File: config.mk
export PLATFORM = sky130hd
export DESIGN_NAME = ssd_scan_driver_flat
export DESIGN_NICKNAME = d
export VERILOG_FILES = /design/src/rtl/ssd_pkg.sv /design/src/rtl/ssd_scan_driver_if.sv /design/src/rtl/ssd_bin2bcd_seq.sv /design/src/rtl/ssd_scan_driver.sv /design/src/flat_wrapper.sv
export SDC_FILE = /design/constraint.sdc
export NUM_CORES = 1
export LEC_CHECK = 0
export ABC_AREA = 1
export BUFFER_PORTS_ARGS = -buffer_cell sky130_fd_sc_hd__buf_2
export CAP_MARGIN = 20
export CORE_MARGIN = 2
export CORE_UTILIZATION = 60
export DETAILED_ROUTE_END_ITERATION = 16
export GPL_TIMING_DRIVEN = 0
export HOLD_SLACK_MARGIN = 0.08
export PLACE_DENSITY = 0.79
export SLEW_MARGIN = 15
export SYNTH_ARGS = -nofsm -noshare
export SYNTH_HDL_FRONTEND = slang
export SYNTH_SLANG_ARGS = --single-unit
File: constraint.sdc
create_clock -name clk -period 2.4 [get_ports clk]
set_clock_uncertainty 0.15 [all_clocks]
set_input_delay 0.48 -clock clk [delete_from_list [all_inputs] [get_ports clk]]
set_output_delay 0.48 -clock clk [all_outputs]
set_load 0.005 [all_outputs]
File: src/rtl/ssd_pkg.sv
// Shared types, constants and segment decode for the seven-segment scan driver.
// Latency: n/a (types and a pure function only).
// Backpressure: n/a.
// Contents: seg_t, SEG_BLANK, SEG_DASH, state_t (load/convert FSM), seg_decode().
package ssd_pkg;

   // Active-low segment vector, bit order {a,b,c,d,e,f,g}.
   typedef logic [6:0] seg_t;

   localparam seg_t SEG_BLANK = 7'b1111111;
   localparam seg_t SEG_DASH  = 7'b1111110;

   typedef enum logic [1:0] {
      ST_IDLE   = 2'd0,
      ST_CONV   = 2'd1,
      ST_COMMIT = 2'd2
   } state_t;

   // BCD digit to active-low segments. Codes above 9 are shown blank.
   function automatic seg_t seg_decode(input logic [3:0] digit);
      case (digit)
         4'd0:    return 7'b0000001;
         4'd1:    return 7'b1001111;
         4'd2:    return 7'b0010010;
         4'd3:    return 7'b0000110;
         4'd4:    return 7'b1001100;
         4'd5:    return 7'b0100100;
         4'd6:    return 7'b0100000;
         4'd7:    return 7'b0001111;
         4'd8:    return 7'b0000000;
         4'd9:    return 7'b0000100;
         default: return SEG_BLANK;
      endcase
   endfunction

endpackage

File: src/rtl/ssd_scan_driver_if.sv
// Load port and display outputs of the seven-segment scan driver.
// Latency: n/a (signal bundle only).
// Backpressure: load_valid is held by the master until load_ready is seen high.
// Ports: load_valid/values (master->slave), load_ready/overflow/anode/ssd_out (slave->master).
interface ssd_scan_driver_if #(
   parameter int GROUPS = 2,
   parameter int DIGITS = 4,
   parameter int VAL_W  = 16
);
   import ssd_pkg::*;

   logic                      load_valid;
   logic                      load_ready;
   logic [GROUPS*VAL_W-1:0]   values;
   logic [GROUPS-1:0]         overflow;
   logic [GROUPS*DIGITS-1:0]  anode;
   seg_t                      ssd_out;

   modport master (
      output load_valid, values,
      input  load_ready, overflow, anode, ssd_out
   );

   modport slave (
      input  load_valid, values,
      output load_ready, overflow, anode, ssd_out
   );

endinterface

File: src/rtl/ssd_bin2bcd_seq.sv
// Sequential double-dabble binary-to-BCD converter, one bit per cycle.
// Latency: start cycle consumes the first bit, o_done pulses VAL_W cycles after i_start.
// Backpressure: none; a new i_start restarts the conversion unconditionally.
// Ports: clk, rst_n, i_start, i_bin (value), o_done (1-cycle pulse), o_bcd (valid while o_done).
module ssd_bin2bcd_seq #(
   parameter int VAL_W = 16,
   parameter int BCD_D = 5
) (
   input  logic               clk,
   input  logic               rst_n,
   input  logic               i_start,
   input  logic [VAL_W-1:0]   i_bin,
   output logic               o_done,
   output logic [BCD_D*4-1:0] o_bcd
);
   localparam int BCD_W = BCD_D * 4;
   localparam int CNT_W = $clog2(VAL_W + 1);

   logic [VAL_W-1:0] r_sh;
   logic [BCD_W-1:0] r_bcd;
   logic [CNT_W-1:0] r_cnt;
   logic             r_busy;
   logic             r_done;
   logic [BCD_W-1:0] w_adj;

   // Add-3 correction on every nibble that would exceed 9 after doubling.
   always_comb begin
      w_adj = r_bcd;
      for (int n = 0; n < BCD_D; n++) begin
         if (r_bcd[n*4 +: 4] >= 4'd5) begin
            w_adj[n*4 +: 4] = r_bcd[n*4 +: 4] + 4'd3;
         end
      end
   end

   always_ff @(posedge clk or negedge rst_n) begin
      if (!rst_n) begin
         r_sh   <= '0;
         r_bcd  <= '0;
         r_cnt  <= '0;
         r_busy <= 1'b0;
         r_done <= 1'b0;
      end else if (i_start) begin
         // The accumulator starts at zero, so the first step is just the MSB shift.
         r_bcd  <= {{(BCD_W-1){1'b0}}, i_bin[VAL_W-1]};
         r_sh   <= {i_bin[VAL_W-2:0], 1'b0};
         r_cnt  <= CNT_W'(1);
         r_busy <= 1'b1;
         r_done <= 1'b0;
      end else if (r_busy) begin
         // The top nibble never carries out because BCD_D covers 2^VAL_W-1.
         r_bcd <= BCD_W'({w_adj, r_sh[VAL_W-1]});
         r_sh  <= {r_sh[VAL_W-2:0], 1'b0};
         r_cnt <= r_cnt + CNT_W'(1);
         if (r_cnt == CNT_W'(VAL_W - 1)) begin
            r_busy <= 1'b0;
            r_done <= 1'b1;
         end
      end else begin
         r_done <= 1'b0;
      end
   end

   assign o_done = r_done;
   assign o_bcd  = r_bcd;

endmodule

File: src/rtl/ssd_scan_driver.sv
// Time-multiplexed seven-segment driver: loads GROUPS values, converts to BCD, scans digits.
// Latency: load visible on anode/ssd_out a few cycles after GROUPS*(VAL_W+1) conversion cycles.
// Backpressure: load_ready low from the cycle after a load until the cycle after COMMIT.
// Ports: clk, rst_n, s_if (slave: load_valid/values in; load_ready/overflow/anode/ssd_out out).
// Optional: SSD_LEADING_ZERO_BLANK_EN blanks zero digits above the leading non-zero digit.
module ssd_scan_driver
   import ssd_pkg::*;
#(
   parameter int GROUPS     = 2,
   parameter int DIGITS     = 4,
   parameter int VAL_W      = 16,
   parameter int PRESCALE_W = 18
) (
   input  logic               clk,
   input  logic               rst_n,
   ssd_scan_driver_if.slave   s_if
);
   localparam int N        = GROUPS * DIGITS;
   localparam int BCD_CALC = (VAL_W * 30103 + 99999) / 100000;
   localparam int BCD_D    = (BCD_CALC > DIGITS) ? BCD_CALC : DIGITS;
   localparam int BCD_W    = BCD_D * 4;
   localparam int DISP_W   = DIGITS * 4;
   localparam int GRP_W    = (GROUPS > 1) ? $clog2(GROUPS) : 1;
   localparam int DIG_W    = (DIGITS > 1) ? $clog2(DIGITS) : 1;

   state_t                        r_state, w_next;
   logic [GROUPS*VAL_W-1:0]       r_shadow;
   logic [GRP_W-1:0]              r_grp;
   logic                          r_first;
   logic [GROUPS-1:0][BCD_W-1:0]  r_pend;
   logic [GROUPS-1:0][DISP_W-1:0] r_disp;
   logic [GROUPS-1:0]             r_ovf;
   logic [PRESCALE_W-1:0]         r_pre;
   logic [GRP_W-1:0]              r_sg;
   logic [DIG_W-1:0]              r_sp;
   logic [N-1:0]                  r_anode;
   seg_t                          r_seg;

   logic                          w_hs, w_last_grp, w_eng_start, w_eng_done;
   logic [VAL_W-1:0]              w_eng_bin;
   logic [BCD_W-1:0]              w_eng_bcd;
   logic [DISP_W-1:0]             w_grp_disp;
   logic [3:0]                    w_nib;
   logic                          w_blank;
   seg_t                          w_seg;
   logic [N-1:0]                  w_anode;

   assign w_hs        = s_if.load_valid && (r_state == ST_IDLE);
   assign w_last_grp  = (r_grp == GRP_W'(GROUPS - 1));
   assign w_eng_start = (r_state == ST_CONV) && r_first;
   assign w_eng_bin   = r_shadow[r_grp*VAL_W +: VAL_W];

   ssd_bin2bcd_seq #(.VAL_W(VAL_W), .BCD_D(BCD_D)) u_bcd (
      .clk     (clk),
      .rst_n   (rst_n),
      .i_start (w_eng_start),
      .i_bin   (w_eng_bin),
      .o_done  (w_eng_done),
      .o_bcd   (w_eng_bcd)
   );

   always_ff @(posedge clk or negedge rst_n) begin
      if (!rst_n) r_state <= ST_IDLE;
      else        r_state <= w_next;
   end

   always_comb begin
      w_next = r_state;
      case (r_state)
         ST_IDLE:   if (w_hs) w_next = ST_CONV;
         ST_CONV:   if (w_eng_done && w_last_grp) w_next = ST_COMMIT;
         ST_COMMIT: w_next = ST_IDLE;
         default:   w_next = ST_IDLE;
      endcase
   end

   // Conversion datapath: shadow the whole set, convert groups in turn into
   // the pending buffer, then publish everything to the display in one cycle.
   always_ff @(posedge clk or negedge rst_n) begin
      if (!rst_n) begin
         r_shadow <= '0;
         r_grp    <= '0;
         r_first  <= 1'b0;
         r_pend   <= '0;
         r_disp   <= '0;
         r_ovf    <= '0;
      end else begin
         case (r_state)
            ST_IDLE: if (w_hs) begin
               r_shadow <= s_if.values;
               r_grp    <= '0;
               r_first  <= 1'b1;
               r_pend   <= '0;
            end
            ST_CONV: begin
               r_first <= 1'b0;
               if (w_eng_done) begin
                  r_pend[r_grp] <= w_eng_bcd;
                  if (!w_last_grp) begin
                     r_grp   <= r_grp + GRP_W'(1);
                     r_first <= 1'b1;
                  end
               end
            end
            ST_COMMIT: for (int g = 0; g < GROUPS; g++) begin
               r_disp[g] <= r_pend[g][DISP_W-1:0];
               r_ovf[g]  <= (r_pend[g] >> DISP_W) != '0;
            end
            default: ;
         endcase
      end
   end

   // Free-running scan: digit position p within group g, advanced on prescaler wrap.
   always_ff @(posedge clk or negedge rst_n) begin
      if (!rst_n) begin
         r_pre <= '0;
         r_sg  <= '0;
         r_sp  <= '0;
      end else begin
         r_pre <= r_pre + PRESCALE_W'(1);
         if (&r_pre) begin
            if (r_sp == DIG_W'(DIGITS - 1)) begin
               r_sp <= '0;
               r_sg <= (r_sg == GRP_W'(GROUPS - 1)) ? '0 : r_sg + GRP_W'(1);
            end else begin
               r_sp <= r_sp + DIG_W'(1);
            end
         end
      end
   end

   always_comb begin
      w_grp_disp = r_disp[r_sg];
      w_nib      = w_grp_disp[r_sp*4 +: 4];
      w_blank    = 1'b0;
`ifdef SSD_LEADING_ZERO_BLANK_EN
      // Blank when this digit and everything above it is zero; p=0 always shows.
      w_blank    = (r_sp != '0) && ((w_grp_disp >> (r_sp * 4)) == '0);
`endif
      if (r_ovf[r_sg])  w_seg = SEG_DASH;
      else if (w_blank) w_seg = SEG_BLANK;
      else              w_seg = seg_decode(w_nib);
      w_anode = ~(N'(1) << (r_sg * DIGITS + r_sp));
   end

   always_ff @(posedge clk or negedge rst_n) begin
      if (!rst_n) begin
         r_anode <= '1;
         r_seg   <= SEG_BLANK;
      end else begin
         r_anode <= w_anode;
         r_seg   <= w_seg;
      end
   end

   assign s_if.load_ready = (r_state == ST_IDLE);
   assign s_if.overflow   = r_ovf;
   assign s_if.anode      = r_anode;
   assign s_if.ssd_out    = r_seg;

endmodule

File: src/flat_wrapper.sv
// flat-port wrapper written by rule: the top's interface ports become plain ports
module ssd_scan_driver_flat import ssd_pkg::*;
#(
   parameter int GROUPS     = 2,
   parameter int DIGITS     = 4,
   parameter int VAL_W      = 16,
   parameter int PRESCALE_W = 18
)
  (clk, rst_n, s_if_load_valid, s_if_values, s_if_load_ready, s_if_overflow, s_if_anode, s_if_ssd_out);
  ssd_scan_driver_if #(.GROUPS(GROUPS), .DIGITS(DIGITS), .VAL_W(VAL_W)) s_if_i ();
  input  logic clk;
  input  logic rst_n;
  input wire logic [$bits(s_if_i.load_valid)-1:0] s_if_load_valid;
  input wire logic [$bits(s_if_i.values)-1:0] s_if_values;
  output wire logic [$bits(s_if_i.load_ready)-1:0] s_if_load_ready;
  output wire logic [$bits(s_if_i.overflow)-1:0] s_if_overflow;
  output wire logic [$bits(s_if_i.anode)-1:0] s_if_anode;
  output wire logic [$bits(s_if_i.ssd_out)-1:0] s_if_ssd_out;
  assign s_if_i.load_valid = s_if_load_valid;
  assign s_if_i.values = s_if_values;
  assign s_if_load_ready = s_if_i.load_ready;
  assign s_if_overflow = s_if_i.overflow;
  assign s_if_anode = s_if_i.anode;
  assign s_if_ssd_out = s_if_i.ssd_out;
  ssd_scan_driver #(.GROUPS(GROUPS), .DIGITS(DIGITS), .VAL_W(VAL_W), .PRESCALE_W(PRESCALE_W)) u_core (.clk(clk), .rst_n(rst_n), .s_if(s_if_i));
endmodule
Word-level counts from Yosys, hierarchy flattened
Memory sizes are Yosys's and may differ from the RTL's.
Index checks and enable logic that the tools add are counted.
{"block": "totals", "mem_count": 1, "mem_bits_ro": 112, "register_bits": 189, "elab_cells": 107, "input_bits": 35, "out_inout_bits": 18}
{"block": "classes", "shifts": 3, "eq_ne": 8, "reduce_logical": 15, "n_lt_le_gt_ge": 8, "addsub": 11, "muxes": 41, "bitwise": 1}
{"name": "(no name shown)", "depth": 16, "width": 7, "rd": 1, "rd_ports_with_merged_regs": 0, "write_ports": 0, "line": "ssd_pkg.sv:21", "rtl": "case (digit)"}
{"op": "40-bit 2-to-1 mux", "count": 2}
{"op": "40-bit case mux with 2 select lines", "count": 1}
{"op": "16-bit 2-to-1 mux", "count": 4}
{"op": "20-bit 2-to-1 mux", "count": 3}
{"op": "40-bit bitwise mux", "count": 1}
{"op": "20-bit nonzero test", "count": 2}
{"op": "32-bit by 6-bit indexed part select with 16-bit output", "count": 1}
{"op": "1-bit by 32-bit << shifter with 8-bit output, first input constant", "count": 1}
{"op": "20-bit demux with 1-bit select", "count": 1}
{"op": "4-bit by 3-bit greater-or-equal comparator with 1-bit output, second input constant", "count": 5}
{"op": "19-bit AND reduction", "count": 1}
{"op": "18-bit by 1-bit adder with 18-bit output, second input constant", "count": 1}
{"op": "18-bit AND reduction", "count": 1}
{"op": "4-bit by 2-bit adder with 4-bit output, second input constant", "count": 4}
{"op": "4-bit 2-to-1 mux", "count": 4}
{"op": "16-bit by 5-bit indexed part select with 4-bit output", "count": 1}
{"op": "1-bit 2-to-1 mux", "count": 15}
{"op": "5-bit 2-to-1 mux", "count": 2}
{"op": "8-bit NOT", "count": 1}
{"op": "7-bit 2-to-1 mux", "count": 1}
{"op": "2-bit 2-to-1 mux", "count": 3}
{"op": "2-bit AND reduction", "count": 3}
{"op": "5-bit by 1-bit adder with 5-bit output, second input constant", "count": 1}
{"op": "5-bit by 4-bit == test with 1-bit output, second input constant", "count": 1}
{"op": "other kinds (18)", "count": 27}

Depth between registers and ports, before layout
Gate-level depths: netlist of the first run.
{"block": "depth", "ltp_word": 7, "mapped_depth": 13, "ltp_nobuf": 12}

Modules after synthesis
Synthesis of the first run repeated with hierarchy kept, for this count alone.
{"block": "unflattened", "hier_cells": 990, "hier_area_um2": 8705.8}
{"mod": "ssd_scan_driver", "instances": 1, "seq_area_each_um2": 3672.3, "area_per_inst_um2": 6432.4, "cells_each": 718}
{"mod": "ssd_bin2bcd_seq", "instances": 1, "seq_area_each_um2": 1051.0, "area_per_inst_um2": 2273.4, "cells_each": 272}

Worst setup path after synthesis of the first run
Ideal clock, no wire load.
{"block": "synth_path", "path_kind": "flip-flop to flip-flop", "startpoint": "reg u_core.r_sg", "endpoint": "reg u_core.r_seg[1], in the netlist u_core.s_if.ssd_out[1]", "path_buffers": 1, "setup_slack_ns": 0.580, "setup_time_ns": 0.091, "t_required_ns": 2.159, "period_less_slack_ns": 1.820, "arrival_time_ns": 1.580, "path_stages_with_launch": 12, "cell_sequence": "dfrtp_1 > buf_6 > nor2_1 > nor2_1 > o21ai_1 > nand2_1 > o21ai_2 > inv_1 > ha_1 > nand3b_1 > nand3_1 > nand3_1"}
{"block": "synth_between", "elab_chain_cells": 5, "word_cells_on_any_way": 7, "cone_classes": "shift (1); mux (5); memory (1)"}
{"element": "from (decl)", "line": "ssd_scan_driver.sv:34", "rtl": "logic [GRP_W-1:0] r_sg;"}
{"element": "from (signal assigned)", "line": "ssd_scan_driver.sv:125", "rtl": "r_sg <= (r_sg == GRP_W'(GROUPS - 1)) ? '0 : r_sg + GRP_W'(1);"}
{"element": "16-bit 2-to-1 mux (not written as such) (2 in series)", "line": "ssd_scan_driver.sv:134", "rtl": "w_grp_disp = r_disp[r_sg];"}
{"element": "16-bit by 5-bit indexed part select with 4-bit output", "line": "ssd_scan_driver.sv:135", "rtl": "w_nib = w_grp_disp[r_sp*4 +: 4];"}
{"element": "memory 16 x 7 bit"}
{"element": "7-bit 2-to-1 mux (*)", "line": "ssd_scan_driver.sv:141", "rtl": "if (r_ovf[r_sg]) w_seg = SEG_DASH;"}
{"element": "via u_core.w_seg[1]", "line": "ssd_scan_driver.sv:45", "rtl": "seg_t w_seg;"}
{"element": "to (signal assigned)", "line": "ssd_scan_driver.sv:153", "rtl": "r_seg <= w_seg;"}
{"element": "to (decl)", "line": "ssd_scan_driver.sv:37", "rtl": "seg_t r_seg;"}
The timed path passes the listed nets; every way through them passes the cells marked *. The select of a mux whose other input is x is not followed.
A chain may end at the register's enable or synchronous reset.

Worst setup path after layout of the first run
Same ends and word-level chain as after synthesis.

==> results of run 1 <==
per-stage QoR:
step           std cells  cell area [µm²]  TNS, ns
2_1_floorplan        908             8390        0
3_3_place_gp        1140             8880  -402.75
3_5_place_dp        1141             8910        0
4_1_cts             1189             9660        0
5_1_grt             1190             9670        0
6_report            1190             9670        0
power by group:
group          internal, mW  total, mW  switching [mW]  leakage [nW]
Sequential             4.05       4.49           0.445          2.43
Clock                  1.55       2.82            1.27         0.283
Combinational          1.15       3.24            2.09          2.03
path summary, 6_finish.rpt:
path                                     endpoint  cells past startpoint             from
max reg2reg                u_core.s_if.ssd_out[1]                     11      u_core.r_sg
min reg2reg                       u_core.r_pre[0]                      1  u_core.r_pre[0]
max                        u_core.s_if.ssd_out[1]                     11      u_core.r_sg
min in group asynchronous         u_core.r_pre[9]                      2            rst_n
min                           u_core.r_shadow[21]                      3  s_if_values[21]
max in group asynchronous  u_core.u_bcd.o_bcd[17]                      3            rst_n
registers in the layout (all words and copies together), names as in the netlist, 5 cells and up:
register / cells
u_core.s_if.ssd_out: 7
u_core.u_bcd.o_bcd: 20
u_core.r_pend: 40
u_core.s_if.anode: 8
u_core.u_bcd.r_sh: 15
u_core.r_pre: 18
u_core.r_shadow: 32
u_core.r_disp: 32
u_core.u_bcd.r_cnt: 5
area by class of cell:
| cell class | count | area [µm²] | area share |
|---|---|---|---|
| sequential | 188 | 4720 | 0.488 |
| multi-input combinational | 588 | 3100 | 0.320 |
| timing repair buffer | 70 | 468 | 0.0484 |
| clock buffer | 17 | 425 | 0.0440 |
| inverter | 96 | 363 | 0.0375 |
| tap | 180 | 225 | 0.0233 |
| buffer | 36 | 205 | 0.0212 |
| clock inverter | 15 | 161 | 0.0167 |
cells in the final DEF (no fill, tap or decap), drive strengths merged:
cell type | synthesis | final
o31ai | 1 | 1
buf | 29 | 82
o2111ai | 3 | 3
dfstp | 15 | 15
a22o | 1 | 1
clkbuf | 7 | 24
nor2 | 68 | 68
o21ai | 95 | 95
o22ai | 37 | 37
nand4 | 6 | 6
o221ai | 1 | 1
dfrtp | 173 | 173
a21oi | 14 | 14
nand3 | 36 | 36
or2 | 4 | 4
nor4 | 3 | 3
o311ai | 14 | 14
clkinv | 1 | 5
o211ai | 4 | 4
ha | 24 | 24
dlygate4sd3 | 0 | 17
a32o | 1 | 1
bufinv | 0 | 2
xnor2 | 6 | 6
xor2 | 12 | 12
nand2 | 255 | 255
clkinvlp | 0 | 3
nand3b | 3 | 3
inv | 95 | 101
layer usage:
layer  vias to the layer above  global-route usage
met3                        25              0.0627
li1                       3129                   -
met5                         -                   0
met1                      3089               0.324
met2                       156               0.433
met4                         0              0.0754
cell families (layout without fill, tap and decap cells):
family,after synthesis,count (layout),share of synthesized area
AND/OR/NAND/NOR,375,375,0.191
flip-flops,188,188,0.563
adder cells (fa/ha/maj),24,24,0.0358
buffers and inverters,132,234,0.0677
XOR/XNOR,18,18,0.0188
AO/OA/AOI/OAI,171,171,0.123
worst max-delay path: cells and delay by family, from the launching register on:
| kind | cells | cell delay [ns] |
|---|---|---|
| compound gates | 2 | 0.35 |
| simple gates | 6 | 0.55 |
| buf+inv | 2 | 0.32 |
| fa+ha+maj | 1 | 0.21 |
| flops | 1 | 0.46 |
repair_timing:
action | CTS | global route
hold buffers | 16 | 1
setup buffers | 0 | 0
hold endpoints to repair | 81 | 1
==> flow_summary_export.csv, run 1 <==
group,metric,value,unit
layout,finalCoreUtilization,0.702,
route,top_layer_in_use,"met4",
timing,fin_crit_sh,0.882,
yosys,synth.top_cells.by_area,"dfrtp_1 52%, nand2_1 11%, o21ai_0 4.8%",
global_routing,grt_first_pass_wirelength,29500,µm
route,dr_wl_met2,8810,µm
timing,worst_slack,0.284,ns
layout,layout.filler_cells,1050,
critical_path,cp.arrival,2.33,ns
critical_path,timing.critical_path.required,2.61,ns
route,detail_route.vias_per_cell,5.38,
power_and_ir_drop,post-layout-total-power,10.5,mW
yosys,syn_area,8390,µm²
route,routed_wire_length_per_instance,14.6,µm
floorplanning,core.rowCount,43,
floorplanning,die_y,122,µm
clock_network,resized_after_cts,0,
global_routing,grt_overflow,0,
yosys,synth_most_common_cell,"nand2_1",
timing,period_needed,2.12,ns
critical_path,path_class,"flop to flop",
yosys,synthDominantCellAreaShare,0.516,
yosys,synth_nets,967,
route,detail-route-antenna-nets,0,
floorplanning,initial_core_util,0.609,
timing,rsz0062_at_grt,"false",
placement,port-buffer-count,52,
critical_path,timing.critical_path.to_type,"flop",
critical_path,slowest_delay,0.46,ns
critical_path,timing.critical_path.from_type,"flop",
route,dr.first_iter.drc_count,519,
floorplanning,floorplan.die.width,122,µm
power_and_ir_drop,p_leak,4.74,nW
critical_path,worst-path-max-fanout,10,
critical_path,worst_path_slowest_cell,"dfrtp_1",
yosys,netlist.top_cell.by_area,"dfrtp_1",
timing,tightestPinTransition,0.594,ns
critical_path,worst_setup_slack_for_register_to_register_paths,0.28,ns
global_routing,maximum_number_of_pins_on_one_net_before_global_route_repair,108,
timing,slew_headroom,0.604,
route,drt_wl_total,17400,µm
clock_network,worstSkewPairLatency,0.44,ns
timing,finalHoldViolCount,0,
worst_hold_path,worst_hold_class,"input pin to flop",
yosys,synth_warnings,0,
global_routing,grt.total_usage,0.254,
placement,final_weighted_congestion_in_routability_driven_placement,0.818,
yosys,netlist_top_cells_count,"246 x nand2_1, 173 x dfrtp_1, 86 x inv_1",
clock_network,tritoncts,"built",
clock_network,clockBufferDepth,2,
route,met3RoutedLength,678,µm
yosys,yosys.cell_types.count,42,
layout,nets,1056,
route,drc,0,
global_routing,initial_antenna_violation_count,0,
yosys,synth-seq-cells,188,
placement,placement.setup.worst_slack,0.324,ns
layout,p_r_area_growth_vs_syn,15.3,%
power_and_ir_drop,power.density_cell_area,1090,nW/µm²
floorplanning,top_level_ports,53,
clock_network,cts.reportedPaths.clkPinSlew,0.07,ns
route,detailedRoute.firstPassIterationCount,7,
timing,timing.final.max_slew_violations,0,
clock_network,cts_buf_count,17,
timing,fmaxAchievable,473,MHz
critical_path,critical_path.cell_chain,"buf_6 -> nor2_1 -> nor2_1 -> o21ai_1 -> nand2_1 -> o21ai_2 -> inv_1 -> ha_1 -> nand3b_1 -> nand3_1 -> nand3_1",
global_routing,grt_pass1_vias,6214,
route,via_count,6399,
layout,diodes,0,
yosys,async_flop_share,1.00,
clock_network,ctsRootBufferMaster,"clkbuf_16",
route,drt-met1-wl,7660,µm
yosys,count_of_flip_flops_with_a_built_in_enable_after_synthesis,0,
placement,place.detailed.hpwl,11800,µm
yosys,synth_top_flop_cell,"dfrtp_1",
floorplanning,core_area,13800,µm²
clock_network,clock-sinks,188,
yosys,yosysSeqAreaShare,0.563,
yosys,syn_avg_cell_area,9.24,µm²
layout,drive_above_1_share,0.168,
timing,setup_viol,0,
flow_run,drv.max_cap_violation_count,0,
floorplanning,floorplan.die_area,14900,µm²
clock_network,cts_htree_levels,4,
yosys,synth_cells,908,
run_status,run_status,"completed",
power_and_ir_drop,vdd_ir_drop_max,0.000953,V
timing,fin_worst_hold_slack,0.0831,ns
No activity file was read; power rests on OpenSTA's default activity.
==> run 2, diff against run 1 <==
Settings changed: CORE_UTILIZATION 60 to 38, PLACE_DENSITY 0.79 to not set.
==> run 2 against run 1 <==
  * Cell area rose by 1.5%
  * Clock power is 2% lower
  * Worst hold slack better by 0.0041 ns
==> flow_summary_export.csv, run 2 (synthesis results as in run 1) <==
group,metric,value,unit
global_routing,grt_first_pass_wirelength,30300,µm
global_routing,grt_use_met1,0.209,
flow_run,drv.max_cap_violation_count,0,
clock_network,clock-sinks,188,
critical_path,slowest_delay,0.42,ns
timing,slew_headroom,0.557,
critical_path,timing.reg2reg.worst_path_depth,10,
critical_path,timing.critical_path.from_type,"flop",
layout,largest_register,"u_core.r_pend",
worst_hold_path,worst_hold_class,"input pin to flop",
critical_path,end_of_the_worst_register_to_register_path,"u_core.s_if.ssd_out[1]",
clock_network,hold_bufs_at_cts,19,
timing,rsz0062_at_grt,"false",
floorplanning,top_level_ports,53,
route,dr.first_iter.drc_count,280,
clock_network,postCtsSetupRepairBufs,0,
route,drt_wl_total,17500,µm
clock_network,ctsRootBufferMaster,"clkbuf_16",
critical_path,worst_setup_slack_for_register_to_register_paths,0.32,ns
timing,fmaxAchievable,481,MHz
route,via_count,6184,
clock_network,resized_after_cts,0,
timing,period_needed,2.08,ns
clock_network,cts_htree_levels,4,
placement,place.detailed.hpwl,12000,µm
critical_path,worst-path-max-fanout,10,
power_and_ir_drop,post-layout-total-power,10.4,mW
critical_path,timing.critical_path.required,2.60,ns
global_routing,grt.met3_usage,0.0330,
floorplanning,core.rowCount,54,
critical_path,timing.critical_path.mode_cell,"nand3_1",
timing,fin_crit_sh,0.866,
global_routing,initial_antenna_violation_count,0,
power_and_ir_drop,vdd_ir_drop_max,0.000541,V
layout,layout_common_cells,"246 x nand2_1, 173 x dfrtp_1, 86 x inv_1",
placement,post-place-cells,1241,
power_and_ir_drop,power.density_cell_area,1060,nW/µm²
worst_hold_path,min_delay_startpoint,"s_if_values[22]",
layout,number_of_non_filler_instances_in_the_completed_layout,1292,
timing,setup-tns-final,0,ns
critical_path,critical_path.cell_chain,"buf_2 -> nor2_1 -> o21ai_1 -> nand2_1 -> o21ai_2 -> inv_1 -> ha_1 -> nand3b_1 -> nand3_1 -> nand3_1",
placement,final_weighted_congestion_in_routability_driven_placement,0.777,
critical_path,path_delay_family,"simple AND/OR/NAND/NOR gates",
layout,finish.instance_area,9810,µm²
route,detail_route.vias_per_cell,4.79,
layout,layout_top_registers,"u_core.r_pend: 40 flops, u_core.r_disp: 32 flops, u_core.r_shadow: 32 flops",
route,detail-route-antenna-nets,0,
route,routed_wire_length_per_instance,13.5,µm
placement,postPlaceCellArea,9040,µm²
placement,placement.setup.worst_slack,0.317,ns
critical_path,path_class,"flop to flop",
global_routing,grt_overflow,0,
route,detailedRoute.firstPassIterationCount,5,
run_status,run_status,"completed",
clock_network,clockBufferDepth,2,
clock_network,worstSkewPairLatency,0.44,ns
floorplanning,initial_core_util,0.386,
global_routing,use_met2,0.261,
floorplanning,floorplan.die_area,23300,µm²
route,drc,0,
critical_path,worst_path_slowest_cell,"dfrtp_1",
layout,p_r_area_growth_vs_syn,16.9,%
layout,diodes,0,
floorplanning,floorplan.die.width,153,µm
critical_path,timing.critical_path.to_type,"flop",
worst_hold_path,holdPathEnd,"u_core.r_shadow[22]",
timing,timing.final.max_slew_violations,0,
clock_network,cts.reportedPaths.clkPinSlew,0.07,ns
global_routing,maximum_number_of_pins_on_one_net_before_global_route_repair,102,
critical_path,crit-reg2reg-launch,"u_core.r_sp[0]",
timing,setup_viol,0,
layout,drive_above_1_share,0.168,
layout,largest_register_ffs,40,
global_routing,global_route.peak_usage_layer,"met2",
critical_path,crit_cells,10,
placement,port-buffer-count,52,
timing,finalHoldViolCount,0,
clock_network,cts_buf_count,17,
layout,nets,1058,
floorplanning,core_area,21800,µm²
timing,worst_slack,0.321,ns
critical_path,cp.arrival,2.28,ns
power_and_ir_drop,p_leak,4.74,nW
critical_path,timing.critical_path.buf_inv,2,
global_routing,grt.total_usage,0.158,
global_routing,grt_pass1_vias,6151,
timing,tightestPinTransition,0.665,ns
layout,most_common_cell_after_layout_fill_and_taps_aside,"nand2_1",
floorplanning,die_y,153,µm
clock_network,tritoncts,"built",
worst_hold_path,holdPathStages,3,
## run 2: cell types whose count changed in the layout (fill, tap and decap cells not counted), sizes merged
cell,delta
dlygate4sd3,+2
clkinvlp,+1
bufinv,-1
## run 2: tightest hold or removal path: cells and delay by family
kind | cells | cell delay (ns)
buffers and inverters | 1 | 0.07
and+or+nand+nor | 2 | 0.09
## run 2: cell type report
type	instances	area, µm²
Sequential cell	188	4720
Inverter	96	363
Buffer	36	205
Clock buffer	17	425
Fill cell	2122	11900
Clock inverter	15	158
Multi-Input combinational cell	588	3100
Tap cell	280	350
Timing Repair Buffer	72	488
## run 2: through the flow
step                hold WS (ns)   util
finish                    0.0872  0.451
floorplan                 0.0344      -
global placement           0.286  0.414
CTS                       0.0810  0.451
global route              0.0911  0.451
detailed placement         0.299  0.415
## run 2: worst max path at each step
| stage | start | to | slack (ns) |
|---|---|---|---|
| floorplan | u_core.r_sg | u_core.s_if.ssd_out[1] | 0.58 |
| global placement | rst_n | u_core.r_shadow[0] | -2.40 |
| detailed placement | u_core.r_sp[0] | u_core.s_if.ssd_out[1] | 0.32 |
| CTS | u_core.r_sp[0] | u_core.s_if.ssd_out[1] | 0.31 |
| global route | u_core.r_sp[0] | u_core.s_if.ssd_out[6] | 0.12 |
| finish | u_core.r_sp[0] | u_core.s_if.ssd_out[1] | 0.32 |
## run 2: where the power goes
group / switching [mW] / internal [mW] / leakage [nW] / total (mW)
clock network: 1.31 / 1.47 / 0.272 / 2.77
registers: 0.432 / 4.04 / 2.43 / 4.48
logic: 2.05 / 1.14 / 2.04 / 3.19
## run 2: metal layers
metal / wire [µm] / vias up / share of wire
met1: 8300 / 2927 / 0.47
met4: 211 / 0 / 0.012
li1: - / 3148 / -
met5: 0 / - / 0
met2: 8410 / 92 / 0.48
met3: 572 / 17 / 0.033
==> run 3, diff against run 2 <==
==> constraint.sdc (replaced) <==
create_clock -name clk -period 2.4 [get_ports clk]
set_clock_uncertainty 0.15 [all_clocks]
set_input_delay 0.12 -clock clk [delete_from_list [all_inputs] [get_ports clk]]
set_output_delay 0.12 -clock clk [all_outputs]
set_load 0.005 [all_outputs]
==> run 3 against run 2 <==
  * Cell area is 2.1% higher
  * Combinational power is 2% higher
  * Die area did not move
  * First-iteration DRC count rose by 7.9%
  * Final cell count rose by 1.5%
  * Maximum frequency down 9.2%
  * Critical endpoint is now u_core.r_shadow[0]
==> flow_summary_export.csv, run 3 (synthesis results as in run 1) <==
group,metric,value,unit
floorplanning,die_y,153,µm
timing,fin_worst_hold_slack,0.114,ns
timing,tightestPinTransition,0.680,ns
floorplanning,floorplan.die.width,153,µm
clock_network,postCtsSetupRepairBufs,0,
clock_network,cts.reportedPaths.clkPinSlew,0.07,ns
layout,drive_above_1_share,0.166,
placement,place.detailed.hpwl,12000,µm
critical_path,timing.critical_path.to_type,"flop",
clock_network,clockBufferDepth,2,
power_and_ir_drop,vdd_ir_drop_max,0.000503,V
power_and_ir_drop,pwr-share-comb,0.310,
route,routed_wire_length_per_instance,13.5,µm
critical_path,path_delay_family,"buffers and inverters",
power_and_ir_drop,p_leak,4.82,nW
critical_path,timing.critical_path.required,2.57,ns
clock_network,clock-sinks,188,
clock_network,tritoncts,"built",
worst_hold_path,worst_hold_class,"input pin to async pin",
route,detailedRoute.firstPassIterationCount,5,
layout,layout.area.seq,4720,µm²
timing,setup_viol,0,
timing,slew_headroom,0.542,
critical_path,worst_path_slowest_cell,"dlygate4sd3_1",
route,dr.first_iter.drc_count,302,
placement,port-buffer-count,52,
floorplanning,floorplan.die_area,23300,µm²
global_routing,grt_pass1_vias,6240,
clock_network,ctsRootBufferMaster,"clkbuf_16",
floorplanning,initial_core_util,0.386,
global_routing,grt_first_pass_wirelength,30700,µm
layout,multi_input_comb_area,3110,µm²
timing,period_needed,2.29,ns
layout,layout_top_registers,"u_core.r_pend: 40 flops, u_core.r_disp: 32 flops, u_core.r_shadow: 32 flops",
layout,diodes,0,
route,detail-route-antenna-nets,0,
layout,largest_register_ffs,40,
critical_path,critical_path.cell_chain,"nor2_4 -> nand2_4 -> clkinvlp_4 -> nand2_1 -> dlygate4sd3_1 -> nand2_1 -> dlygate4sd3_1",
timing,timing.final.max_slew_violations,0,
power_and_ir_drop,post-layout-total-power,10.5,mW
layout,p_r_area_growth_vs_syn,19.4,%
power_and_ir_drop,power.sequential.fraction,0.427,
critical_path,cp.arrival,2.46,ns
timing,fin_crit_sh,0.954,
power_and_ir_drop,power.density_cell_area,1050,nW/µm²
global_routing,grt_overflow,0,
route,detail_route.vias_per_cell,4.78,
placement,final_weighted_congestion_in_routability_driven_placement,0.777,
power_and_ir_drop,p_sw,3.81,mW
critical_path,timing.critical_path.from_type,"flop",
global_routing,grt.total_usage,0.160,
layout,layout.filler_cells,2094,
timing,finalHoldViolCount,0,
route,drt_wl_total,17700,µm
global_routing,maximum_number_of_pins_on_one_net_before_global_route_repair,102,
critical_path,timing.critical_path.buf_inv,3,
layout,largest_register,"u_core.r_pend",
layout,nets,1077,
power_and_ir_drop,internal-power,6.70,mW
run_status,run_status,"completed",
layout,most_common_cell_after_layout_fill_and_taps_aside,"nand2_1",
floorplanning,core_area,21800,µm²
timing,fmaxAchievable,437,MHz
flow_run,drv.max_cap_violation_count,0,
power_and_ir_drop,netSwitchingFraction,0.362,
clock_network,cts_buf_count,17,
clock_network,worstSkewPairLatency,0.44,ns
floorplanning,top_level_ports,53,
critical_path,path_class,"flop to flop",
route,via_count,6265,
route,drc,0,
global_routing,initial_antenna_violation_count,0,
critical_path,slowest_delay,0.55,ns
power_and_ir_drop,clock_power_share,0.264,
floorplanning,core.rowCount,54,
clock_network,cts_htree_levels,4,
critical_path,worst-path-max-fanout,8,
layout,layout_common_cells,"246 x nand2_1, 173 x dfrtp_1, 86 x inv_1",
==> run 3: worst paths after layout <==
path | cells after the start | slack [ns] | start | endpoint
setup / recovery | 7 | 0.11 | u_core.r_state[1] | u_core.r_shadow[0]
max in group asynchronous | 3 | 1.08 | rst_n | u_core.u_bcd.o_done
min in group clk | 4 | 0.25 | s_if_values[4] | u_core.r_shadow[4]
setup reg to reg | 7 | 0.11 | u_core.r_state[1] | u_core.r_shadow[0]
hold / removal | 2 | 0.11 | rst_n | u_core.r_pre[9]
hold reg to reg | 1 | 0.30 | u_core.r_pre[0] | u_core.r_pre[0]
==> run 3: area by class of cell <==
type / count / share of cell area
plain buffers: 36 / 0.0205
clock buffers: 17 / 0.0425
clock inverters: 15 / 0.0157
inverters: 96 / 0.0366
multi-input cells: 588 / 0.310
flip-flops and latches: 188 / 0.472
well taps: 280 / 0.0350
repair buffers: 91 / 0.0677
==> run 3: power by group through the flow <==
stage	combinational [mW]	clock (mW)	sequential, mW
after floorplan	2.35	0	4.42
after global placement	3.13	0	4.52
after detailed placement	3.20	0	4.52
after CTS	3.29	2.85	4.47
after global routing	3.75	2.96	4.59
final	3.25	2.77	4.48
==> run 3: through the flow <==
step	instances	cell area [µm²]	util	setup slack, ns	TNS, ns
2_1_floorplan	908	8390	-	0.580	0
3_3_place_gp	1240	9000	0.414	-2.04	-362.17
3_5_place_dp	1241	9040	0.415	0.317	0
4_1_cts	1311	10000	0.460	0.0288	0
5_1_grt	1311	10000	0.460	-0.0164	-0.0164
6_report	1311	10000	0.460	0.110	0
==> run 3: layer usage <==
| layer | vias up | share of wire | wire, µm | track usage |
|---|---|---|---|---|
| met1 | 2960 | 0.47 | 8380 | 0.211 |
| li1 | 3184 | - | - | - |
| met4 | 0 | 0.013 | 238 | 0.0520 |
| met2 | 102 | 0.48 | 8510 | 0.266 |
| met5 | - | 0 | 0 | 0 |
| met3 | 19 | 0.033 | 578 | 0.0327 |
==> run 3: repair_timing <==
item | CTS | global route
hold endpoints to repair | 121 | 0
gates resized for setup | 0 | 3
hold buffers | 38 | 0
setup endpoints to repair | 0 | 1
